===== src/rtl/control_sequencer_if.sv =====
// Control/observe bundle between the sequencer and the ALU-system datapath.
// The master side drives every datapath control and watches IROut/FlagsOut.
interface control_sequencer_if;
  logic [15:0] IROut;
  logic [3:0]  FlagsOut;
  logic [2:0]  RF_OutASel;
  logic [2:0]  RF_OutBSel;
  logic [2:0]  RF_FunSel;
  logic [3:0]  RF_RegSel;
  logic [3:0]  RF_ScrSel;
  logic [1:0]  ARF_OutCSel;
  logic [1:0]  ARF_OutDSel;
  logic [2:0]  ARF_FunSel;
  logic [2:0]  ARF_RegSel;
  logic [4:0]  ALU_FunSel;
  logic        ALU_WF;
  logic        IR_LH;
  logic        IR_Write;
  logic        Mem_WR;
  logic        Mem_CS;
  logic [1:0]  MuxASel;
  logic [1:0]  MuxBSel;
  logic        MuxCSel;
  logic        Halted;
  logic        Illegal;
  logic [15:0] InstrCount;

  modport master (
    input  IROut, FlagsOut,
    output RF_OutASel, RF_OutBSel, RF_FunSel, RF_RegSel, RF_ScrSel,
           ARF_OutCSel, ARF_OutDSel, ARF_FunSel, ARF_RegSel,
           ALU_FunSel, ALU_WF, IR_LH, IR_Write, Mem_WR, Mem_CS,
           MuxASel, MuxBSel, MuxCSel, Halted, Illegal, InstrCount
  );

  modport slave (
    output IROut, FlagsOut,
    input  RF_OutASel, RF_OutBSel, RF_FunSel, RF_RegSel, RF_ScrSel,
           ARF_OutCSel, ARF_OutDSel, ARF_FunSel, ARF_RegSel,
           ALU_FunSel, ALU_WF, IR_LH, IR_Write, Mem_WR, Mem_CS,
           MuxASel, MuxBSel, MuxCSel, Halted, Illegal, InstrCount
  );
endinterface


===== src/rtl/control_sequencer.sv =====
// Multi-cycle fetch/decode/execute controller: INIT, two byte fetches, one
// execute cycle, and a HALT state left only through Reset.
module control_sequencer #(
  parameter logic [2:0] FS_DEC    = 3'b000,
  parameter logic [2:0] FS_INC    = 3'b001,
  parameter logic [2:0] FS_LOAD   = 3'b010,
  parameter logic [2:0] FS_CLEAR  = 3'b011,
  parameter logic [4:0] ALU_ADD   = 5'b10100,
  parameter logic [4:0] ALU_PASSA = 5'b10000
) (
  input  logic                 Clock,
  input  logic                 Reset,
  control_sequencer_if.master  bus
);

  typedef enum logic [2:0] {
    S_INIT, S_FETCH_L, S_FETCH_H, S_EXEC, S_HALT
  } state_t;

  state_t      r_state;
  logic        r_illegal;
  logic [15:0] r_count;

  logic [5:0]  w_op;
  logic [1:0]  w_rd, w_rs1, w_rs2;
  logic        w_legal;

  assign w_op    = bus.IROut[15:10];
  assign w_rd    = bus.IROut[9:8];
  assign w_rs1   = bus.IROut[7:6];
  assign w_rs2   = bus.IROut[5:4];
  assign w_legal = (w_op <= 6'h06) || (w_op == 6'h3F);

  // Register index i clears bit (3-i): R1 is bit 3 down to R4 at bit 0.
  function automatic logic [3:0] reg_sel(input logic [1:0] idx);
    return ~(4'b1000 >> idx);
  endfunction

  always_ff @(posedge Clock) begin
    if (Reset) begin
      r_state   <= S_INIT;
      r_illegal <= 1'b0;
      r_count   <= '0;
    end else begin
      case (r_state)
        S_INIT:    r_state <= S_FETCH_L;
        S_FETCH_L: r_state <= S_FETCH_H;
        S_FETCH_H: r_state <= S_EXEC;
        S_EXEC: begin
          r_count <= r_count + 16'd1;
          if (!w_legal) r_illegal <= 1'b1;
          r_state <= (w_op == 6'h3F) ? S_HALT : S_FETCH_L;
        end
        S_HALT:    r_state <= S_HALT;
        default:   r_state <= S_INIT;
      endcase
    end
  end

  always_comb begin
    bus.RF_OutASel  = '0;
    bus.RF_OutBSel  = '0;
    bus.RF_FunSel   = '0;
    bus.RF_RegSel   = '1;
    bus.RF_ScrSel   = '1;
    bus.ARF_OutCSel = '0;
    bus.ARF_OutDSel = '0;
    bus.ARF_FunSel  = '0;
    bus.ARF_RegSel  = '1;
    bus.ALU_FunSel  = '0;
    bus.ALU_WF      = 1'b0;
    bus.IR_LH       = 1'b0;
    bus.IR_Write    = 1'b0;
    bus.Mem_WR      = 1'b0;
    bus.Mem_CS      = 1'b1;
    bus.MuxASel     = '0;
    bus.MuxBSel     = '0;
    bus.MuxCSel     = 1'b0;
    // Reset overrides the decoded word so a mid-instruction reset is inert.
    if (!Reset) begin
      case (r_state)
        S_INIT: begin
          bus.ARF_FunSel = FS_CLEAR;
          bus.ARF_RegSel = 3'b000;
          bus.RF_FunSel  = FS_CLEAR;
          bus.RF_RegSel  = 4'b0000;
          bus.RF_ScrSel  = 4'b0000;
        end
        S_FETCH_L, S_FETCH_H: begin
          bus.ARF_OutDSel = 2'b00;
          bus.Mem_CS      = 1'b0;
          bus.IR_Write    = 1'b1;
          bus.IR_LH       = (r_state == S_FETCH_H);
          bus.ARF_RegSel  = 3'b011;
          bus.ARF_FunSel  = FS_INC;
        end
        S_EXEC: begin
          case (w_op)
            6'h00: begin
              bus.MuxBSel    = 2'b11;
              bus.ARF_FunSel = FS_LOAD;
              bus.ARF_RegSel = 3'b011;
            end
            6'h01: begin
              bus.MuxASel   = 2'b11;
              bus.RF_FunSel = FS_LOAD;
              bus.RF_RegSel = reg_sel(w_rd);
            end
            6'h02: begin
              bus.RF_OutASel = {1'b0, w_rs1};
              bus.RF_OutBSel = {1'b0, w_rs2};
              bus.ALU_FunSel = ALU_ADD;
              bus.ALU_WF     = 1'b1;
              bus.MuxASel    = 2'b00;
              bus.RF_FunSel  = FS_LOAD;
              bus.RF_RegSel  = reg_sel(w_rd);
            end
            6'h03: begin
              bus.ARF_OutDSel = 2'b10;
              bus.Mem_CS      = 1'b0;
              bus.MuxASel     = 2'b10;
              bus.RF_FunSel   = FS_LOAD;
              bus.RF_RegSel   = reg_sel(w_rd);
            end
            6'h04: begin
              bus.RF_OutASel  = {1'b0, w_rd};
              bus.ALU_FunSel  = ALU_PASSA;
              bus.MuxCSel     = 1'b0;
              bus.ARF_OutDSel = 2'b10;
              bus.Mem_CS      = 1'b0;
              bus.Mem_WR      = 1'b1;
            end
            6'h05: begin
              if (!bus.FlagsOut[3]) begin
                bus.MuxBSel    = 2'b11;
                bus.ARF_FunSel = FS_LOAD;
                bus.ARF_RegSel = 3'b011;
              end
            end
            6'h06: begin
              bus.ARF_FunSel = FS_INC;
              bus.ARF_RegSel = 3'b110;
            end
            default: ;
          endcase
        end
        default: ;
      endcase
    end
  end

  assign bus.Halted     = !Reset && (r_state == S_HALT);
  assign bus.Illegal    = !Reset && r_illegal;
  assign bus.InstrCount = Reset ? '0 : r_count;

endmodule


===== src/flat_wrapper.sv =====
// flat-port wrapper written by rule: the top's interface ports become plain ports
module control_sequencer_flat 
#(
  parameter logic [2:0] FS_DEC    = 3'b000,
  parameter logic [2:0] FS_INC    = 3'b001,
  parameter logic [2:0] FS_LOAD   = 3'b010,
  parameter logic [2:0] FS_CLEAR  = 3'b011,
  parameter logic [4:0] ALU_ADD   = 5'b10100,
  parameter logic [4:0] ALU_PASSA = 5'b10000
)
  (Clock, Reset, bus_IROut, bus_FlagsOut, bus_RF_OutASel, bus_RF_OutBSel, bus_RF_FunSel, bus_RF_RegSel, bus_RF_ScrSel, bus_ARF_OutCSel, bus_ARF_OutDSel, bus_ARF_FunSel, bus_ARF_RegSel, bus_ALU_FunSel, bus_ALU_WF, bus_IR_LH, bus_IR_Write, bus_Mem_WR, bus_Mem_CS, bus_MuxASel, bus_MuxBSel, bus_MuxCSel, bus_Halted, bus_Illegal, bus_InstrCount);
  control_sequencer_if bus_i ();
  input  logic Clock;
  input  logic Reset;
  input wire logic [$bits(bus_i.IROut)-1:0] bus_IROut;
  input wire logic [$bits(bus_i.FlagsOut)-1:0] bus_FlagsOut;
  output wire logic [$bits(bus_i.RF_OutASel)-1:0] bus_RF_OutASel;
  output wire logic [$bits(bus_i.RF_OutBSel)-1:0] bus_RF_OutBSel;
  output wire logic [$bits(bus_i.RF_FunSel)-1:0] bus_RF_FunSel;
  output wire logic [$bits(bus_i.RF_RegSel)-1:0] bus_RF_RegSel;
  output wire logic [$bits(bus_i.RF_ScrSel)-1:0] bus_RF_ScrSel;
  output wire logic [$bits(bus_i.ARF_OutCSel)-1:0] bus_ARF_OutCSel;
  output wire logic [$bits(bus_i.ARF_OutDSel)-1:0] bus_ARF_OutDSel;
  output wire logic [$bits(bus_i.ARF_FunSel)-1:0] bus_ARF_FunSel;
  output wire logic [$bits(bus_i.ARF_RegSel)-1:0] bus_ARF_RegSel;
  output wire logic [$bits(bus_i.ALU_FunSel)-1:0] bus_ALU_FunSel;
  output wire logic [$bits(bus_i.ALU_WF)-1:0] bus_ALU_WF;
  output wire logic [$bits(bus_i.IR_LH)-1:0] bus_IR_LH;
  output wire logic [$bits(bus_i.IR_Write)-1:0] bus_IR_Write;
  output wire logic [$bits(bus_i.Mem_WR)-1:0] bus_Mem_WR;
  output wire logic [$bits(bus_i.Mem_CS)-1:0] bus_Mem_CS;
  output wire logic [$bits(bus_i.MuxASel)-1:0] bus_MuxASel;
  output wire logic [$bits(bus_i.MuxBSel)-1:0] bus_MuxBSel;
  output wire logic [$bits(bus_i.MuxCSel)-1:0] bus_MuxCSel;
  output wire logic [$bits(bus_i.Halted)-1:0] bus_Halted;
  output wire logic [$bits(bus_i.Illegal)-1:0] bus_Illegal;
  output wire logic [$bits(bus_i.InstrCount)-1:0] bus_InstrCount;
  assign bus_i.IROut = bus_IROut;
  assign bus_i.FlagsOut = bus_FlagsOut;
  assign bus_RF_OutASel = bus_i.RF_OutASel;
  assign bus_RF_OutBSel = bus_i.RF_OutBSel;
  assign bus_RF_FunSel = bus_i.RF_FunSel;
  assign bus_RF_RegSel = bus_i.RF_RegSel;
  assign bus_RF_ScrSel = bus_i.RF_ScrSel;
  assign bus_ARF_OutCSel = bus_i.ARF_OutCSel;
  assign bus_ARF_OutDSel = bus_i.ARF_OutDSel;
  assign bus_ARF_FunSel = bus_i.ARF_FunSel;
  assign bus_ARF_RegSel = bus_i.ARF_RegSel;
  assign bus_ALU_FunSel = bus_i.ALU_FunSel;
  assign bus_ALU_WF = bus_i.ALU_WF;
  assign bus_IR_LH = bus_i.IR_LH;
  assign bus_IR_Write = bus_i.IR_Write;
  assign bus_Mem_WR = bus_i.Mem_WR;
  assign bus_Mem_CS = bus_i.Mem_CS;
  assign bus_MuxASel = bus_i.MuxASel;
  assign bus_MuxBSel = bus_i.MuxBSel;
  assign bus_MuxCSel = bus_i.MuxCSel;
  assign bus_Halted = bus_i.Halted;
  assign bus_Illegal = bus_i.Illegal;
  assign bus_InstrCount = bus_i.InstrCount;
  control_sequencer #(.FS_DEC(FS_DEC), .FS_INC(FS_INC), .FS_LOAD(FS_LOAD), .FS_CLEAR(FS_CLEAR), .ALU_ADD(ALU_ADD), .ALU_PASSA(ALU_PASSA)) u_core (.Clock(Clock), .Reset(Reset), .bus(bus_i));
endmodule

===== config.mk =====
export PLATFORM = sky130hd
export DESIGN_NAME = control_sequencer_flat
export DESIGN_NICKNAME = d
export VERILOG_FILES = /design/src/rtl/control_sequencer_if.sv /design/src/rtl/control_sequencer.sv /design/src/flat_wrapper.sv
export SDC_FILE = /design/constraint.sdc
export NUM_CORES = 1
export LEC_CHECK = 0
export ABC_AREA = 1
export CAP_MARGIN = 20
export CELL_PAD_IN_SITES_DETAIL_PLACEMENT = 1
export CELL_PAD_IN_SITES_GLOBAL_PLACEMENT = 2
export CORE_UTILIZATION = 17
export DETAILED_ROUTE_END_ITERATION = 7
export PLACE_DENSITY_LB_ADDON = 0.05
export SYNTH_ARGS = -nofsm -noshare
export SYNTH_HDL_FRONTEND = slang
export SYNTH_SLANG_ARGS = --single-unit
export TNS_END_PERCENT = 1

===== constraint.sdc =====
create_clock -name Clock -period 1.4 [get_ports Clock]
set_clock_uncertainty 0.15 [all_clocks]
set_input_delay 0.21 -clock Clock [delete_from_list [all_inputs] [get_ports Clock]]
set_output_delay 0.21 -clock Clock [all_outputs]
set_load 0.05 [all_outputs]

Word level (Yosys, flattened, before mapping)
Index checks and enable logic that the tools add are counted.
{ "totals": {"out_inout_bits": 60, "inputBits": 22, "register_bits": 20} }
{ "classes": {"bitwise_logic": 2, "n_mux": 51, "n_shift": 1, "addsub": 1, "n_eq_ne": 11, "order_cmp": 1, "reduce_logical": 10} }
{ "op_table": {"columns": ["op", "count"], "rows": [
  ["$pmux W3 S3", 4],
  ["$mux W3", 9],
  ["$mux W2", 11],
  ["$eq A6 B3 Y1 const B", 3],
  ["$add A16 B1 Y16 const B", 1],
  ["$mux W16", 1],
  ["$mux W4", 4],
  ["$pmux W3 S5", 1],
  ["$eq A6 B2 Y1 const B", 2],
  ["$mux W1", 12],
  ["$pmux W2 S2", 3],
  ["$mux W5", 2],
  ["$pmux W5 S2", 1],
  ["$pmux W4 S2", 1],
  ["$eq A3 B2 Y1 const B", 2],
  ["$eq A6 B1 Y1 const B", 1],
  ["$eq A6 B6 Y1 const B", 1],
  ["$le A6 B3 Y1 const B", 1],
  ["$logic_not A6 Y1", 1],
  ["$pmux W3 S2", 1],
  ["$not A4 Y4", 1],
  ["$reduce_or A2 Y1", 2],
  ["$shr A4 B2 Y4 const A", 1],
  ["$eq A3 B1 Y1 const B", 1],
  ["9 further kinds", 10]
]} }

Depth between registers and ports, before layout
Gate-level depths: netlist of run 1.
{ "logic_depth": {"depth_word": 5, "ltp_mapped": 8, "depth_no_buf": 8} }

Least setup slack after synthesis of run 1
Ideal clock, no wire load.
{ "synth_timing": {"path_type": "reg-to-output", "startpoint": "register u_core.r_state[1]", "endpoint": "output bus_ARF_FunSel[1]", "setup_slack_ns": -1.291, "n_path_buf": 0, "path_stages_with_launch": 6, "arrival_time_ns": 2.331, "cell_sequence": "dfxtp_1 > nor2_1 > inv_1 > nor2_1 > inv_1 > nand2_1"} }
{ "synth_via": {"elab_chain_len": 4} }
{ "synth_rtl": {"columns": ["item", "line_no", "rtl"], "rows": [
  ["start, declared", "control_sequencer.sv:20", "state_t r_state;"],
  ["start signal, assigned", "control_sequencer.sv:52", "r_state <= (w_op == 6'h3F) ? S_HALT : S_FETCH_L;"],
  ["$eq A3 B1 Y1 / $eq A3 B2 Y1 (equally long branches)", "control_sequencer.sv:81", "case (r_state)"],
  ["$reduce_or A2 Y1", "control_sequencer.sv:81", null],
  ["$pmux W3 S3 *", "control_sequencer.sv:81", null],
  ["$mux W3 *", "control_sequencer.sv:80", "if (!Reset) begin"],
  ["end, declared", "flat_wrapper.sv:24", "output wire logic [$bits(bus_i.ARF_FunSel)-1:0] bus_ARF_FunSel;"]
]} }
Every way passes the cells marked *; elsewhere a longest branch is shown, timed or not.

Worst setup path after layout of run 1
{ "layout_timing": {"startpoint": "register u_core.r_state[2]", "endpoint": "output bus_RF_OutASel[0]"} }
{ "layout_via": {"elab_chain_len": 3} }
{ "layout_rtl": {"columns": ["item", "line_no", "rtl"], "rows": [
  ["$eq A3 B2 Y1", "control_sequencer.sv:81", null],
  ["$mux W3", "control_sequencer.sv:81", null],
  ["$mux W3", "control_sequencer.sv:80", null],
  ["end, declared", "flat_wrapper.sv:17", "output wire logic [$bits(bus_i.RF_OutASel)-1:0] bus_RF_OutASel;"]
]} }
Every way passes these cells.

==> results.md, run 1 <==
- Status: finished with violations
- Failing checks: setup timing
- Count leader, synth: nand2_1
- Design area: 0.00338 sq mm
- Crit-path max FO: 5
- Initial Utilization: 17.6%
- Critical path class: reg2out
- DRC: 0
- Tmin final: 1890 ps
- Routed vias/inst: 4.01
- Congestion Overflow GR: 0
- Global-route usage over all layers: 12.2%
- Synth cell count leaders: 59 x nand2_1, 51 x inv_1, 49 x nor2_1
- Wire length per cell: 11.5 microns
- Synth Instances: 261
- Synth area leader: dfxtp_1
- Leakage: 1.49 nW
- Top area cells in the synthesized netlist: dfxtp_1 26%, nand2_1 14%, inv_1 12%
- CP required: 1040 ps
- Placer Congestion: 0.764
- CP startpoint: u_core.r_state[2]
- Port bufs: 63
- Row count: 34
- CTS tree: done
- RSZ-0062 raised after global routing: yes
- Post-synth EDFFs: 0
- Worst Hold Class: reg2reg
- Tcrit/Tclk final: 135%
- Slew Viols, Final: 0
- Synth warn: 0
- FMAX: 528 MHz
- Die width: 97.0 microns
- Worst Hold Launch: u_core.r_illegal
- Reg2Reg Launch Point: u_core.r_state[2]
- Number of global-route vias before repair: 1914
- Setup TNS: -13910 ps
- Hold Vio Cnt, Final: 0
- Placed inst area: 0.00305 sq mm
- Largest net degree at the start of global routing: 21
- Setup slack after layout: -493 ps
- Die Y: 97.0 microns
- Crit path DAT: 1530 ps
- Worst Setup End Kind: output pin
- Post-route ant nets: 0
- Clk sink count: 20
- Clk buf depth: 2
- Distinct cells, synth: 24
- Total wire length: 5480 microns
- Detailed Route Iter0 Violations: 31
- Power density cells: 593 mW/mm^2
- Detailed Place HPWL: 4630 microns
- Diode count: 0
- CP Launch Type: register
- Area Growth Syn to Fin: 120%
- Hold buffer count at CTS: 0
- Top-Level Pins: 82
- Fraction of registers with async set/reset: 0%
- Via count: 1907
- Post-Route Utilization: 38.8%
- Layout cell share with drive strength beyond 1: 49.3%
- Clk slew on worst S/H paths: 90 ps
- Final setup fails: 48
- Netlist Area Pre-Place: 0.00153 sq mm
- CTS root buffer: clkbuf_8
- Initial antenna violation count: 0
- Post-synthesis sequential area ratio: 26.1%
- Post-placement setup slack: -843 ps
- Post-synth top flop: dfxtp_1
- Share of the synthesized area in the top cell type: 26.1%
- Num CTS Buffers: 3
- Power, Total: 2.00 mW
- #FFs+latches synth: 20
- Mapped Avg Cell Area: 5.88 sq um
- H-Tree Depth: 1
- Fill cells: 1066
- Maxcap violations: 0
- Clk_lat worst skew: 270 ps
- First-pass GRT wire length: 9440 microns
- Die Area: 0.00941 sq mm
- Nets@finish: 391
- 1st-pass router iterations: 4
- Maximum vdd drop: 0.462 mV
- Core area: 0.00872 sq mm
worst paths after layout:
| kind | endpoint | slack, ps | cells after the start |
|---|---|---|---|
| hold / removal | u_core.r_illegal | 360 | 2 |
| setup / recovery | bus_RF_OutASel[0] | -490 | 7 |
| hold reg to reg | u_core.r_illegal | 360 | 2 |
| setup reg to reg | u_core.r_count[10] | -150 | 9 |
routing by layer:
metal / up-vias / global-route usage, % / part of all wire [%]
met4: 0 / 1.72 / 0.42
li1: 983 / - / -
met3: 2 / 2.24 / 3.0
met2: 37 / 20.9 / 47
met1: 885 / 16.4 / 49
met5: - / 0 / 0
stage by stage:
| stage | instances | hold slack [ps] |
|---|---|---|
| 2_1_floorplan | 271 | 258 |
| 3_3_place_gp | 469 | 323 |
| 3_5_place_dp | 469 | 330 |
| 4_1_cts | 475 | 363 |
| 5_1_grt | 475 | 381 |
| 6_report | 475 | 355 |
state kept, by name, summed over array words and instances (netlist names):
register,count
u_core.r_illegal,1
u_core.r_count,16
u_core.r_state,3
placed cells by master, fill, tap and decap left out, types with 4 or more instances in the layout:
cell and count:
buf_6 13, nor2_1 19, o21ai_0 4, nand3_1 8, dlygate4sd2_1 5, clkdlybuf4s50_1 7, inv_2 4, conb_1 11
inv_1 45, nand2_1 51, o21ai_1 7, nand2_4 6, a21oi_1 7, nor2_4 13, nand4_1 8, buf_4 40
dfxtp_1 7, buf_12 43, nor2_2 22, nand2_2 4, dfxtp_2 12
where the power goes:
part | leakage, nW | switching (mW) | internal (mW) | total, mW
Clock | 0.0357 | 0.223 | 0.382 | 0.605
Sequential | 0.168 | 0.0110 | 0.581 | 0.592
Combinational | 1.29 | 0.475 | 0.332 | 0.807
timing repair:
action	4_1_cts	5_1_grt
resized for setup	81	15
endpoints found under the setup margin	66	64
buffers inserted	3	0
gates cloned	0	0
pin swaps	12	5
worst max-delay path: stages (launching register included):
cell and delay, ps:
dfxtp_2 340, nor2_4 90, inv_2 60, nor2_4 190, nand3_2 100, buf_6 160
o21ai_4 170, buf_12 150
cell families after synthesis:
kind of cell,synth area share [%]
flip-flops,26.1
other,0.244
buffers and inverters,21.4
AND/OR/NAND/NOR,41.1
adder cells (fa/ha/maj),0.816
AO/OA/AOI/OAI,10.4
area by class of cell:
cell class	instances	area [sq um]	area share, %
clock buffers	3	41.3	1.22
clock inverters	1	30.0	0.888
multi-input cells	180	1090	32.3
repair buffers	111	1460	43.1
flip-flops and latches	20	419	12.4
well taps	108	135	4.00
inverters	52	205	6.07
Note: power is estimated with default switching activity, not from simulation.
==> run 2: changes to the inputs <==
--- a/config.mk
+++ b/config.mk
@@ -10,6 +10,7 @@
 export CELL_PAD_IN_SITES_DETAIL_PLACEMENT = 1
 export CELL_PAD_IN_SITES_GLOBAL_PLACEMENT = 2
 export CORE_UTILIZATION = 17
+export CTS_BUF_LIST = sky130_fd_sc_hd__clkbuf_8
 export DETAILED_ROUTE_END_ITERATION = 7
 export PLACE_DENSITY_LB_ADDON = 0.05
 export SYNTH_ARGS = -nofsm -noshare
==> results of run 2 <==
No change in the layout: final DEF, timing and power equal those of run 1.
